### src/rtl/if_id_if.sv
// Fetch-side and decode-side signals of the IF/ID pipeline register.
// The stage takes the slave modport; the fetch unit and decode side take the master modport.
interface if_id_if #(
   parameter int CNT_W = 16
) ();
   logic [31:0]      inst_i;
   logic [31:0]      pc_i;
   logic             fetch_valid_i;
   logic             fetch_ready_o;
   logic             stallHold_i;
   logic             flush_i;
   logic [31:0]      inst_o;
   logic [31:0]      pc_o;
   logic             valid_o;
   logic [CNT_W-1:0] stall_cnt_o;
   logic [CNT_W-1:0] flush_cnt_o;

   modport slave (
      input  inst_i, pc_i, fetch_valid_i, stallHold_i, flush_i,
      output fetch_ready_o, inst_o, pc_o, valid_o, stall_cnt_o, flush_cnt_o
   );

   modport master (
      output inst_i, pc_i, fetch_valid_i, stallHold_i, flush_i,
      input  fetch_ready_o, inst_o, pc_o, valid_o, stall_cnt_o, flush_cnt_o
   );
endinterface

### src/rtl/if_id_stage.sv
// IF/ID pipeline register with a one-entry skid buffer, flush squashing and
// saturating stall/flush event counters.
module if_id_stage #(
   parameter int          CNT_W    = 16,
   parameter logic [31:0] NOP_INST = 32'h00000000
) (
   input  logic    clk_i,
   input  logic    rst_i,
   if_id_if.slave  bus
);
   localparam logic [CNT_W-1:0] CNT_MAX = '1;

   logic [31:0]      r_inst_reg, r_inst_next;
   logic [31:0]      r_pc_reg,   r_pc_next;
   logic             r_valid_reg, r_valid_next;
   logic [31:0]      s_inst_reg, s_inst_next;
   logic [31:0]      s_pc_reg,   s_pc_next;
   logic             s_valid_reg, s_valid_next;
   logic [CNT_W-1:0] stall_cnt_reg, stall_cnt_next;
   logic [CNT_W-1:0] flush_cnt_reg, flush_cnt_next;
   logic             accept;

   // Ready depends only on the skid slot, so there is no input-to-ready path.
   assign bus.fetch_ready_o = !s_valid_reg;
   assign accept            = bus.fetch_valid_i && !s_valid_reg;

   always_comb begin
      r_inst_next    = r_inst_reg;
      r_pc_next      = r_pc_reg;
      r_valid_next   = r_valid_reg;
      s_inst_next    = s_inst_reg;
      s_pc_next      = s_pc_reg;
      s_valid_next   = s_valid_reg;
      stall_cnt_next = stall_cnt_reg;
      flush_cnt_next = flush_cnt_reg;

      if (bus.flush_i) begin
         // Wrong-path contents and the word presented this cycle are all dropped.
         r_inst_next  = NOP_INST;
         r_pc_next    = '0;
         r_valid_next = 1'b0;
         s_inst_next  = NOP_INST;
         s_pc_next    = '0;
         s_valid_next = 1'b0;
         if (flush_cnt_reg != CNT_MAX)
            flush_cnt_next = flush_cnt_reg + 1'b1;
      end else if (bus.stallHold_i) begin
         if (accept) begin
            s_inst_next  = bus.inst_i;
            s_pc_next    = bus.pc_i;
            s_valid_next = 1'b1;
         end
         if (r_valid_reg && (stall_cnt_reg != CNT_MAX))
            stall_cnt_next = stall_cnt_reg + 1'b1;
      end else if (s_valid_reg) begin
         // Drain the parked word first to keep program order.
         r_inst_next  = s_inst_reg;
         r_pc_next    = s_pc_reg;
         r_valid_next = 1'b1;
         s_inst_next  = accept ? bus.inst_i : NOP_INST;
         s_pc_next    = accept ? bus.pc_i   : '0;
         s_valid_next = accept;
      end else begin
         r_inst_next  = accept ? bus.inst_i : NOP_INST;
         r_pc_next    = accept ? bus.pc_i   : '0;
         r_valid_next = accept;
      end
   end

   always_ff @(posedge clk_i) begin
      if (rst_i) begin
         r_inst_reg    <= NOP_INST;
         r_pc_reg      <= '0;
         r_valid_reg   <= 1'b0;
         s_inst_reg    <= NOP_INST;
         s_pc_reg      <= '0;
         s_valid_reg   <= 1'b0;
         stall_cnt_reg <= '0;
         flush_cnt_reg <= '0;
      end else begin
         r_inst_reg    <= r_inst_next;
         r_pc_reg      <= r_pc_next;
         r_valid_reg   <= r_valid_next;
         s_inst_reg    <= s_inst_next;
         s_pc_reg      <= s_pc_next;
         s_valid_reg   <= s_valid_next;
         stall_cnt_reg <= stall_cnt_next;
         flush_cnt_reg <= flush_cnt_next;
      end
   end

   assign bus.inst_o      = r_inst_reg;
   assign bus.pc_o        = r_pc_reg;
   assign bus.valid_o     = r_valid_reg;
   assign bus.stall_cnt_o = stall_cnt_reg;
   assign bus.flush_cnt_o = flush_cnt_reg;
endmodule
### src/flat_wrapper.sv
// flat-port wrapper written by rule: the top's interface ports become plain ports
module if_id_stage_flat 
#(
   parameter int          CNT_W    = 16,
   parameter logic [31:0] NOP_INST = 32'h00000000
)
  (clk_i, rst_i, bus_inst_i, bus_pc_i, bus_fetch_valid_i, bus_stallHold_i, bus_flush_i, bus_fetch_ready_o, bus_inst_o, bus_pc_o, bus_valid_o, bus_stall_cnt_o, bus_flush_cnt_o);
  if_id_if #(.CNT_W(CNT_W)) bus_i ();
  input  logic clk_i;
  input  logic rst_i;
  input wire logic [$bits(bus_i.inst_i)-1:0] bus_inst_i;
  input wire logic [$bits(bus_i.pc_i)-1:0] bus_pc_i;
  input wire logic [$bits(bus_i.fetch_valid_i)-1:0] bus_fetch_valid_i;
  input wire logic [$bits(bus_i.stallHold_i)-1:0] bus_stallHold_i;
  input wire logic [$bits(bus_i.flush_i)-1:0] bus_flush_i;
  output wire logic [$bits(bus_i.fetch_ready_o)-1:0] bus_fetch_ready_o;
  output wire logic [$bits(bus_i.inst_o)-1:0] bus_inst_o;
  output wire logic [$bits(bus_i.pc_o)-1:0] bus_pc_o;
  output wire logic [$bits(bus_i.valid_o)-1:0] bus_valid_o;
  output wire logic [$bits(bus_i.stall_cnt_o)-1:0] bus_stall_cnt_o;
  output wire logic [$bits(bus_i.flush_cnt_o)-1:0] bus_flush_cnt_o;
  assign bus_i.inst_i = bus_inst_i;
  assign bus_i.pc_i = bus_pc_i;
  assign bus_i.fetch_valid_i = bus_fetch_valid_i;
  assign bus_i.stallHold_i = bus_stallHold_i;
  assign bus_i.flush_i = bus_flush_i;
  assign bus_fetch_ready_o = bus_i.fetch_ready_o;
  assign bus_inst_o = bus_i.inst_o;
  assign bus_pc_o = bus_i.pc_o;
  assign bus_valid_o = bus_i.valid_o;
  assign bus_stall_cnt_o = bus_i.stall_cnt_o;
  assign bus_flush_cnt_o = bus_i.flush_cnt_o;
  if_id_stage #(.CNT_W(CNT_W), .NOP_INST(NOP_INST)) u_core (.clk_i(clk_i), .rst_i(rst_i), .bus(bus_i));
endmodule
### config.mk
export PLATFORM = sky130hd
export DESIGN_NAME = if_id_stage_flat
export DESIGN_NICKNAME = d
export VERILOG_FILES = /design/src/rtl/if_id_if.sv /design/src/rtl/if_id_stage.sv /design/src/flat_wrapper.sv
export SDC_FILE = /design/constraint.sdc
export NUM_CORES = 1
export LEC_CHECK = 0
export CORE_MARGIN = 2
export CORE_UTILIZATION = 44
export DETAILED_ROUTE_END_ITERATION = 8
export PLACE_DENSITY = 0.75
export SETUP_SLACK_MARGIN = 0.15
export SYNTH_ARGS = -nofsm -noshare
export SYNTH_HDL_FRONTEND = slang
export SYNTH_SLANG_ARGS = --single-unit
### constraint.sdc
create_clock -name clk_i -period 1.95 [get_ports clk_i]
set_clock_uncertainty 0.2 [all_clocks]
set_input_delay 0.39 -clock clk_i [delete_from_list [all_inputs] [get_ports clk_i]]
set_output_delay 0.39 -clock clk_i [all_outputs]
set_load 0.02 [all_outputs]
Yosys cells after proc, flatten, opt, wreduce, memory -nomap -nowiden. Cells that the tools add are included.

$add $sub $neg: 2. Equal/unequal tests: 3. Muxes and demuxes: 14. Bitwise operators: 1. Reduce and logical (&&, ||, !) cells: 8.

Operators by type and width (count): two-way mux 32 bit (10); adder 16 x 1 -> 16 bit (second input constant) (2); != test 16 bit (second input constant) (2); two-way mux 1 bit (4); AND reduction 2 bit (2); AND reduction 3 bit (1); logical AND 1 bit (2); != test 2 x 1 -> 1 bit (second input constant) (1); nonzero test 2 bit (1); OR reduction 2 bit (1); zero test 1 bit (1); NOT 1 bit (1).

Register bits after elaboration: 162. Input bits: 69. Logic and storage cells: 36.

Longest topological paths before layout.
Depth after elaboration: 5. Depth in mapped cells: 6. Depth with buffers taken out: 5.

Worst setup path after synthesis. Ideal clock, no wire load.

Path kind: register to register. From: register u_core.flush_cnt_reg[0], in the netlist u_core.bus.flush_cnt_o[0]. To: register u_core.flush_cnt_reg[6], in the netlist u_core.bus.flush_cnt_o[6]. Setup time: 0.086 ns. Data arrival time: 1.813 ns. Setup slack: -0.149 ns. Stages on the path, launching flop included: 7. Buffers on the path: 1. Period minus slack after synthesis: 2.099 ns. Path through: dfxtp_1 ha_1 nand3_1 nor4_1 clkbuf_1 nor3_1 a211oi_1.

Word-level cells in the longest chain between the ends: 2.

Ends and longest elaborated chain: start, declared (RTL line if_id_stage.sv:20) `logic [CNT_W-1:0] flush_cnt_reg, flush_cnt_next;`; start signal, assigned (RTL line if_id_stage.sv:88) `flush_cnt_reg <= flush_cnt_next;`; branches (longest 2 deep; another with adder 16 x 1 -> 16 bit).

Parallel ways; which one is timed is not known. A chain may end at the register's enable or synchronous reset.

Final worst setup path.
From: register u_core.flush_cnt_reg[0], in the netlist u_core.bus.flush_cnt_o[0]. To: register u_core.flush_cnt_reg[15], in the netlist u_core.bus.flush_cnt_o[15].

The elaborated chain is that of the path after synthesis.

==> impl_metrics.xml <==
<?xml version="1.0" encoding="UTF-8"?>
<metrics>
  <group name="placed_design">
    <metric name="placed_cells_incl_taps" unit="">975</metric>
    <metric name="numPortBuffers" unit="">166</metric>
    <metric name="dp_hpwl" unit="µm">12200</metric>
    <metric name="dpl_worst_slack" unit="ns">-0.534</metric>
    <metric name="finalWeightedCongestion" unit="">0.853</metric>
  </group>
  <group name="timing">
    <metric name="peak_freq" unit="GHz">0.536</metric>
    <metric name="finalCritPeriodShare" unit="%">95.8</metric>
    <metric name="finalWorstSetupSlack" unit="ns">0.0828</metric>
    <metric name="rsz0062_at_grt" unit="">true</metric>
    <metric name="timing_max_transition_violations_final" unit="">0</metric>
    <metric name="worstMarginPinSlew" unit="ns">0.483</metric>
    <metric name="max_slew_margin" unit="%">67.8</metric>
    <metric name="timing.final.crit_period" unit="ns">1.87</metric>
    <metric name="hold_violations" unit="">0</metric>
    <metric name="setup_violations" unit="">0</metric>
  </group>
  <group name="logic_synthesis">
    <metric name="count_of_warnings_emitted_by_yosys" unit="">0</metric>
    <metric name="yosysTopAreaCellShare" unit="%">50.3</metric>
    <metric name="async_reset_ff_share" unit="%">0</metric>
    <metric name="number_of_enable_flip_flop_cells_after_synthesis" unit="">0</metric>
    <metric name="synth.largest_area_cell" unit="">sky130_fd_sc_hd__dfxtp_1</metric>
    <metric name="yosys_register_bits" unit="">162</metric>
    <metric name="dominantRegCellSynth" unit="">sky130_fd_sc_hd__dfxtp_1</metric>
    <metric name="ys_seq_area_share" unit="%">50.3</metric>
    <metric name="postSynthCellCount" unit="">647</metric>
    <metric name="most_frequent_cell_after_synthesis" unit="">sky130_fd_sc_hd__dfxtp_1</metric>
    <metric name="synth_fp_nets" unit="">718</metric>
    <metric name="yosysUniqueCellTypes" unit="">43</metric>
    <metric name="synthesis.area" unit="µm²">6450</metric>
    <metric name="post_synth.cell_area_avg" unit="µm²">9.97</metric>
    <metric name="ys_top_cells_by_area" unit="">sky130_fd_sc_hd__dfxtp_1 50%, sky130_fd_sc_hd__a32o_1 9.9%, sky130_fd_sc_hd__a221oi_1 8.7%, sky130_fd_sc_hd__nor2b_1 6.9%, sky130_fd_sc_hd__nor3_1 5.4%</metric>
    <metric name="netlist_top_cells_count" unit="">162 x sky130_fd_sc_hd__dfxtp_1, 71 x sky130_fd_sc_hd__nor2b_1, 69 x sky130_fd_sc_hd__nor3_1</metric>
  </group>
  <group name="worst_setup_path">
    <metric name="cp.buffers_inverters" unit="">0</metric>
    <metric name="worst_ep_required" unit="ns">2.11</metric>
    <metric name="worst_ep_arrival_time" unit="ns">2.03</metric>
    <metric name="worst-path-stages" unit="">4</metric>
    <metric name="worst-r2r-setup-slack" unit="ns">0.08</metric>
    <metric name="launch_point_of_the_worst_reg_to_reg_path" unit="">u_core.bus.flush_cnt_o[0]$_SDFFE_PP0P_</metric>
    <metric name="worst-path-max-fanout" unit="">7</metric>
    <metric name="worstPathCellList" unit="">nand4_1 -&gt; or4_4 -&gt; or4_4 -&gt; a21oi_2</metric>
    <metric name="worstSetupEndpointType" unit="">flop</metric>
    <metric name="crit_type" unit="">reg2reg</metric>
    <metric name="cp-start-kind" unit="">flop</metric>
    <metric name="setup.worst_path.start" unit="">u_core.bus.flush_cnt_o[0]$_SDFFE_PP0P_</metric>
    <metric name="crit_path_top_delay_cell" unit="">sky130_fd_sc_hd__or4_4</metric>
    <metric name="worst_path_most_repeated_cell" unit="">sky130_fd_sc_hd__or4_4</metric>
    <metric name="cp_slowest_stage_delay" unit="ns">0.52</metric>
    <metric name="critical_path.top_delay_family" unit="">simple AND/OR/NAND/NOR gates</metric>
    <metric name="r2r.worst_path.cells" unit="">4</metric>
    <metric name="reg2reg_to" unit="">u_core.bus.flush_cnt_o[15]$_SDFFE_PP0P_</metric>
  </group>
  <group name="die">
    <metric name="die_height" unit="µm">125</metric>
    <metric name="core.rowCount" unit="">44</metric>
    <metric name="boundary_pins" unit="">167</metric>
    <metric name="core_area" unit="µm²">14400</metric>
    <metric name="die_area" unit="µm²">15700</metric>
    <metric name="die_width" unit="µm">125</metric>
    <metric name="initial_core_util" unit="%">44.7</metric>
  </group>
  <group name="detailed_routing">
    <metric name="post_drt_via_cell_ratio" unit="">6.11</metric>
    <metric name="post-route-drc-count" unit="">0</metric>
    <metric name="drt_pre_antenna_iters" unit="">6</metric>
    <metric name="route.vias.total" unit="">6272</metric>
    <metric name="drtIter0Drc" unit="">511</metric>
    <metric name="totalWireLength" unit="µm">19100</metric>
    <metric name="route.detailed.wl_per_inst" unit="µm">18.6</metric>
    <metric name="route.antenna.remaining_nets" unit="">0</metric>
  </group>
  <group name="final_layout">
    <metric name="num-nets-final" unit="">900</metric>
    <metric name="finalNonFillerCells" unit="">1026</metric>
    <metric name="layout.filler_cells" unit="">1168</metric>
    <metric name="num_antenna_cells" unit="">0</metric>
    <metric name="area_growth_syn_to_layout" unit="%">45.7</metric>
    <metric name="utilization" unit="%">65.2</metric>
    <metric name="drive_above_1_share" unit="%">20.3</metric>
  </group>
  <group name="global_route">
    <metric name="globalRouteOverflowTotal" unit="">0</metric>
    <metric name="groute.layer.met1.usage" unit="%">29.9</metric>
    <metric name="busiest_layer_in_global_routing" unit="">met2</metric>
    <metric name="antenna_found_initial" unit="">0</metric>
    <metric name="grt_pass1_wl" unit="µm">30300</metric>
    <metric name="grt_util_all_layers" unit="%">23.4</metric>
    <metric name="use_met3" unit="%">4.62</metric>
    <metric name="first_global_vias" unit="">5971</metric>
    <metric name="grt_max_degree" unit="">78</metric>
    <metric name="met2_usage" unit="%">38.9</metric>
  </group>
  <group name="clock_tree">
    <metric name="cts_sink_count" unit="">162</metric>
    <metric name="clock_insertion_delay_worst_skew" unit="ns">0.42</metric>
    <metric name="h-tree-depth" unit="">4</metric>
    <metric name="clockBufferDepth" unit="">2</metric>
    <metric name="tritoncts" unit="">done</metric>
    <metric name="clock_root_buffer" unit="">sky130_fd_sc_hd__clkbuf_16</metric>
    <metric name="clkSlewWorstSetupHoldPaths" unit="ns">0.07</metric>
    <metric name="cts_made_buffers" unit="">17</metric>
  </group>
  <group name="power">
    <metric name="power_leakage" unit="nW">3.74</metric>
    <metric name="cellPowerDensity" unit="nW/µm²">832</metric>
    <metric name="ir_drop" unit="mV">0.605</metric>
  </group>
  <group name="job">
    <metric name="max_cap_violations" unit="">0</metric>
  </group>
  <group name="hold_path">
    <metric name="whs_endpoint" unit="">u_core.s_pc_reg[17]$_SDFFE_PP0P_</metric>
    <metric name="whs_path_depth" unit="">1</metric>
    <metric name="hp-class" unit="">reg2reg</metric>
    <metric name="hold_path_origin" unit="">u_core.s_pc_reg[17]$_SDFFE_PP0P_</metric>
  </group>
  <group name="outcome">
    <metric name="run_status" unit="">complete, no violations</metric>
  </group>
</metrics>
-- power breakdown --
| part | total, mW | switching, mW | leakage, nW | internal (mW) |
|---|---|---|---|---|
| registers | 3.43 | 0.0505 | 1.33 | 3.38 |
| logic | 0.778 | 0.413 | 2.11 | 0.365 |
| clock network | 3.62 | 1.36 | 0.304 | 2.26 |
-- worst register-to-register path, cell delays in order (launching register included) --
cell	delay (ns)
sky130_fd_sc_hd__dfxtp_4	0.38
sky130_fd_sc_hd__nand4_1	0.16
sky130_fd_sc_hd__or4_4	0.52
sky130_fd_sc_hd__or4_4	0.43
sky130_fd_sc_hd__a21oi_2	0.13
-- cell type report --
class / instances / area, µm² / area share (%)
clock buffers: 20 / 468 / 4.98
clock inverters: 12 / 178 / 1.89
inverters: 7 / 26.3 / 0.279
multi-input cells: 415 / 3120 / 33.2
flip-flops and latches: 162 / 3310 / 35.2
well taps: 184 / 230 / 2.45
repair buffers: 226 / 2060 / 21.9
-- layout by cell type, fill, tap and decap left out, types with 14 or more instances in the layout --
cell	n
sky130_fd_sc_hd__dfxtp_1	132
sky130_fd_sc_hd__dlygate4sd2_1	88
sky130_fd_sc_hd__nor2b_1	69
sky130_fd_sc_hd__clkdlybuf4s50_1	66
sky130_fd_sc_hd__nor3_1	65
sky130_fd_sc_hd__a32o_1	64
sky130_fd_sc_hd__a221oi_1	64
sky130_fd_sc_hd__buf_4	54
sky130_fd_sc_hd__a21oi_1	19
sky130_fd_sc_hd__clkbuf_16	19
sky130_fd_sc_hd__dfxtp_2	17
sky130_fd_sc_hd__nand4_1	14
-- routing by layer --
metal	wire length, µm	vias up
met5	0	-
met4	494	0
met3	1030	34
met2	9520	245
met1	8040	3068
li1	-	2925
-- how the worst max path moves through the flow --
| stage | end | slack, ns |
|---|---|---|
| finish | u_core.bus.flush_cnt_o[15]$_SDFFE_PP0P_ | 0.08 |
| global route | u_core.bus.flush_cnt_o[6]$_SDFFE_PP0P_ | 0.04 |
| CTS | u_core.bus.flush_cnt_o[15]$_SDFFE_PP0P_ | 0.07 |
| detailed placement | u_core.bus.flush_cnt_o[15]$_SDFFE_PP0P_ | -0.53 |
| global placement | u_core.bus.flush_cnt_o[15]$_SDFFE_PP0P_ | -0.49 |
| floorplan | u_core.bus.flush_cnt_o[15]$_SDFFE_PP0P_ | 0.05 |
-- kinds of logic after synthesis --
| group | count (synthesis) | synth area share [%] |
|---|---|---|
| AOI/OAI and AO/OA | 182 | 24.0 |
| muxes | 5 | 0.853 |
| adders and majority gates | 2 | 0.388 |
| DFF | 162 | 50.3 |
| buffers and inverters | 71 | 4.30 |
| and+or+nand+nor | 225 | 20.2 |
-- what timing repair did --
| item | CTS | global route |
|---|---|---|
| endpoints found under the setup margin | 185 | 36 |
| resized for setup | 117 | 37 |
| pin swaps | 11 | 12 |
| setup buffers | 5 | 11 |
| hold buffers | 0 | 0 |
| cloned | 1 | 2 |
-- stage by stage --
| step | power (mW) | setup TNS (ns) | instance area, µm² | hold WS [ns] |
|---|---|---|---|---|
| 6_report | 7.82 | 0 | 9400 | 0.268 |
| 5_1_grt | 8.08 | 0 | 9400 | 0.282 |
| 4_1_cts | 7.86 | 0 | 9240 | 0.271 |
| 3_5_place_dp | 4.31 | -41.08 | 8620 | 0.256 |
| 3_3_place_gp | 4.29 | -33.06 | 8620 | 0.246 |
| 2_1_floorplan | 3.90 | 0 | 6610 | 0.242 |
Power figures use the tool's default switching activity.
==> RTL change 1: new RTL, config.mk and constraints unchanged <==
`CNT_W` is set to 16 in 3 places; all go to 32.
--- a/src/rtl/if_id_if.sv
+++ b/src/rtl/if_id_if.sv
@@ -3,3 +3,3 @@
 interface if_id_if #(
-   parameter int CNT_W = 16
+   parameter int CNT_W = 32
 ) ();
--- a/src/rtl/if_id_stage.sv
+++ b/src/rtl/if_id_stage.sv
@@ -3,3 +3,3 @@
 module if_id_stage #(
-   parameter int          CNT_W    = 16,
+   parameter int          CNT_W    = 32,
    parameter logic [31:0] NOP_INST = 32'h00000000
--- a/src/flat_wrapper.sv
+++ b/src/flat_wrapper.sv
@@ -3,3 +3,3 @@
 #(
-   parameter int          CNT_W    = 16,
+   parameter int          CNT_W    = 32,
    parameter logic [31:0] NOP_INST = 32'h00000000
Interface: changed (resized bus_flush_cnt_o and bus_stall_cnt_o); port bits go from 167 to 199. The function was not compared with the original's and may differ.
==> RTL change 1 against the unedited design <==
The run now ends with setup timing left; total power is 10% higher; setup slack worse by 0.44 ns; maximum frequency is 19% lower; sequential cell count grew 32; cell area increased by 37%; routed wire length increased by 46%; synthesized area increased by 25%.
==> RTL change 1: results <==
group,metric,value,unit
timing,setup_violations,60,
final_layout,seq_area_share,31.29,%
worst_hold_path,hold_path_class,"in2reg",
place,placed_area,0.01170,sq mm
timing,layout_setup_ws,-0.3570,ns
timing,finalSetupTns,-8.733,ns
synthesis,synth_nets,936,
final_layout,buf_share,26.92,%
synthesis,seq_area_frac_synth,48.27,%
final_layout,multi_input_area_share,34.26,%
worst_setup_path,reg2reg_from,"u_core.bus.stall_cnt_o[10]",
synthesis,synth_xor_area_share,1.959,%
detailed_routing,avgRoutedWirePerCell,19.24,um
worst_setup_path,rr_endpoint,"u_core.bus.stall_cnt_o[25]",
detailed_routing,wl,27930,um
worst_hold_path,whs_endpoint,"u_core.bus.flush_cnt_o[0]",
pwr,vdd_drop_max,0.6429,mV
synthesis,ys_top_cells_by_area,"dfxtp_1 48%, a221o_1 8.0%, a32o_1 8.0%",
final_layout,clk_share,4.904,%
place,place_inst,1374,
final_layout,multi_input_cells,585,
worst_setup_path,cp.arrival,2.47,ns
worst_hold_path,min_path_cells,3,
run_status,violations,"setup timing",
synthesis,synth_seq_cells,194,
clock_network,clock_latency,0.44,ns
grt,grt_pass1_vias,8277,
run_status,status,"finished, violations left",
grt,grt_use_total,26.34,%
worst_setup_path,rr_worst_depth,6,
place,routabilityCongestion,0.8442,
worst_setup_path,crit_path_max_incr_delay,0.55,ns
pwr,internal-power,0.006286,W
[RTL change 1: cell types whose count changed after synthesis, sizes merged, moves of 9 or more]
| cell | delta |
|---|---|
| nor2 | +96 |
| o21ai | +75 |
| a221o | +64 |
| a221oi | -64 |
| nor2b | -63 |
| nor3 | -57 |
| dfxtp | +32 |
| a21oi | +18 |
| or3 | +17 |
| xnor2 | +16 |
| nand2 | +15 |
| nand3 | +13 |
| clkbuf | +9 |
[RTL change 1: worst min-delay path, delay by kind of cell]
family        cells  cell delay, ns
simple gates      1            0.11
buf+inv           2            0.35
[RTL change 1: layer usage]
metal  vias to the layer above  part of all wire, %  global-route usage, %
li1                       4028                    -                      -
met1                      4315                   42                  33.41
met2                       378                   49                  43.99
met3                        59                  6.7                  6.160
met4                         0                  2.3                  9.410
met5                         -                    0                      0
[RTL change 1: power by group through the flow]
stage               Clock (W)  Sequential (W)  Combinational [W]
floorplan                   0         0.00421           0.000371
global placement            0         0.00414           0.000840
detailed placement          0         0.00414           0.000854
CTS                   0.00375         0.00405           0.000825
global route          0.00393         0.00406           0.000897
finish                0.00371         0.00405           0.000838
[RTL change 1: worst max-delay path by stage]
stage,startpoint,endpoint,cells after the start,slack [ns]
finish,u_core.bus.stall_cnt_o[10],u_core.bus.stall_cnt_o[25],6,-0.36
global route,u_core.bus.stall_cnt_o[10],u_core.bus.stall_cnt_o[26],6,-0.41
CTS,u_core.bus.valid_o,u_core.bus.stall_cnt_o[26],6,-0.31
detailed placement,bus_flush_i,u_core.bus.stall_cnt_o[27],7,-0.91
global placement,bus_flush_i,u_core.bus.stall_cnt_o[26],7,-0.86
floorplan,u_core.bus.stall_cnt_o[1],u_core.bus.stall_cnt_o[30],8,-0.49
==> RTL change 2: new RTL, same settings <==
Made on the original files. Reset style: asynchronous (`rst_i`), changed in one clocked block.
--- a/src/rtl/if_id_stage.sv
+++ b/src/rtl/if_id_stage.sv
@@ -69,3 +69,3 @@
 
-   always_ff @(posedge clk_i) begin
+   always_ff @(posedge clk_i or posedge rst_i) begin
       if (rst_i) begin
Behaviour: differs if rst_i is asserted again (counterexample within 4 cycles, from zero or initial values and one cycle with rst_i high); with rst_i held inactive, the same outputs for 4 cycles.
==> RTL change 2 against the unedited design <==
Maximum frequency is 0.40% lower; sequential cell count stayed put; setup slack got worse by 0.0076 ns; via count is 5.5% lower; cell area rose by 6.9%; routed wire length up 3.5%; synthesized area increased by 8.6%; die area rose by 8.3%; critical path type unchanged; largest cell class unchanged; highest routed layer unchanged.
Power is not compared: it rests on default switching activity, and its combinational part moved more than twofold at a synthesized area within 25%.
==> RTL change 2: results <==
group,metric,value,unit
synthesis,synth_compound_area_share,17.45,%
worst_setup_path,cp.arrival,2.02,ns
worst_setup_path,crit_path_max_incr_delay,0.50,ns
clock_network,post_cts_buffers,6,
place,dp_hpwl,12320,um
worst_setup_path,rr_worst_depth,4,
synthesis,yosysUniqueCellTypes,43,
final_layout,fin_nets,871,
worst_setup_path,critPathSlowestCell,"or4b_4",
clock_network,cts_resized,167,
synthesis,syn-mean-instance-area,11.80,sq um
grt,grt_pass1_vias,5720,
worst_hold_path,hold_path_class,"in2async",
synthesis,async_reset_ff_share,100.0,%
pwr,powerDensity,878.5,mW/mm^2
grt,grt_use_total,23.13,%
grt,grt_start_max_net_pins,73,
grt,grt_first_pass_wirelength,30200,um
synthesis,synth_xor_area_share,3.373,%
synthesis,synth_top_cells_by_count,"162 x dfrtp_1, 69 x nor3_1, 64 x a22o_1, 64 x nor2b_1, 63 x a221oi_1",
worst_setup_path,cp_max_fo,5,
detailed_routing,drt_iter0_markers,536,
place,routabilityCongestion,0.8807,
detailed_routing,drt_first_pass_iters,5,
synthesis,synth.mux.area_fraction,0.6961,%
worst_setup_path,critPathCapture,"u_core.bus.flush_cnt_o[15]",
synthesis,ys_top_cells_by_area,"dfrtp_1 58%, a22o_1 8.0%, a221oi_1 7.9%",
final_layout,layout-drive-gt1-share,21.28,%
final_layout,final_cells,1030,
detailed_routing,routed-via-count,5930,
synthesis,synth_nets,665,
detailed_routing,wl,19740,um
place,place_inst,973,
place,place_ws,-0.1629,ns
synthesis,seq_area_frac_synth,57.83,%
timing,fin_crit_sh,96.14,%
timing,hold_ws,0.2734,ns
worst_setup_path,cp-startpoint,"u_core.bus.flush_cnt_o[12]",
run_status,status,"completed",
timing,worst_slew_pin_slew,0.4634,ns
worst_setup_path,reg2reg_from,"u_core.bus.flush_cnt_o[12]",
## RTL change 2: changes by cell type in the layout (fill, tap and decap cells not counted), moves of 15 or more
cell / unedited run / this run
a21oi_1: 19 / 4
dlygate4sd2_1: 88 / 67
dfxtp_1: 132 / 0
dfrtp_1: 0 / 156
xor2_1: 0 / 25
dfxtp_2: 17 / 0
a32o_1: 64 / 0
a22o_1: 0 / 64
## RTL change 2: metal layers
layer	GRT usage, %	wire, um
met4	6.515	239
met2	36.43	9620
met3	6.724	1491
met1	31.49	8393
met5	0	0
## RTL change 2: layout make-up
class / count / area (sq um)
Sequential cell: 162 / 4061
Multi-Input combinational cell: 377 / 2953
Antenna cell: 1 / 2.502
Clock buffer: 27 / 483.0
Fill cell: 1223 / 5664
Inverter: 5 / 22.52
Tap cell: 216 / 270.3
Timing Repair Buffer: 237 / 2156
Clock inverter: 5 / 100.1
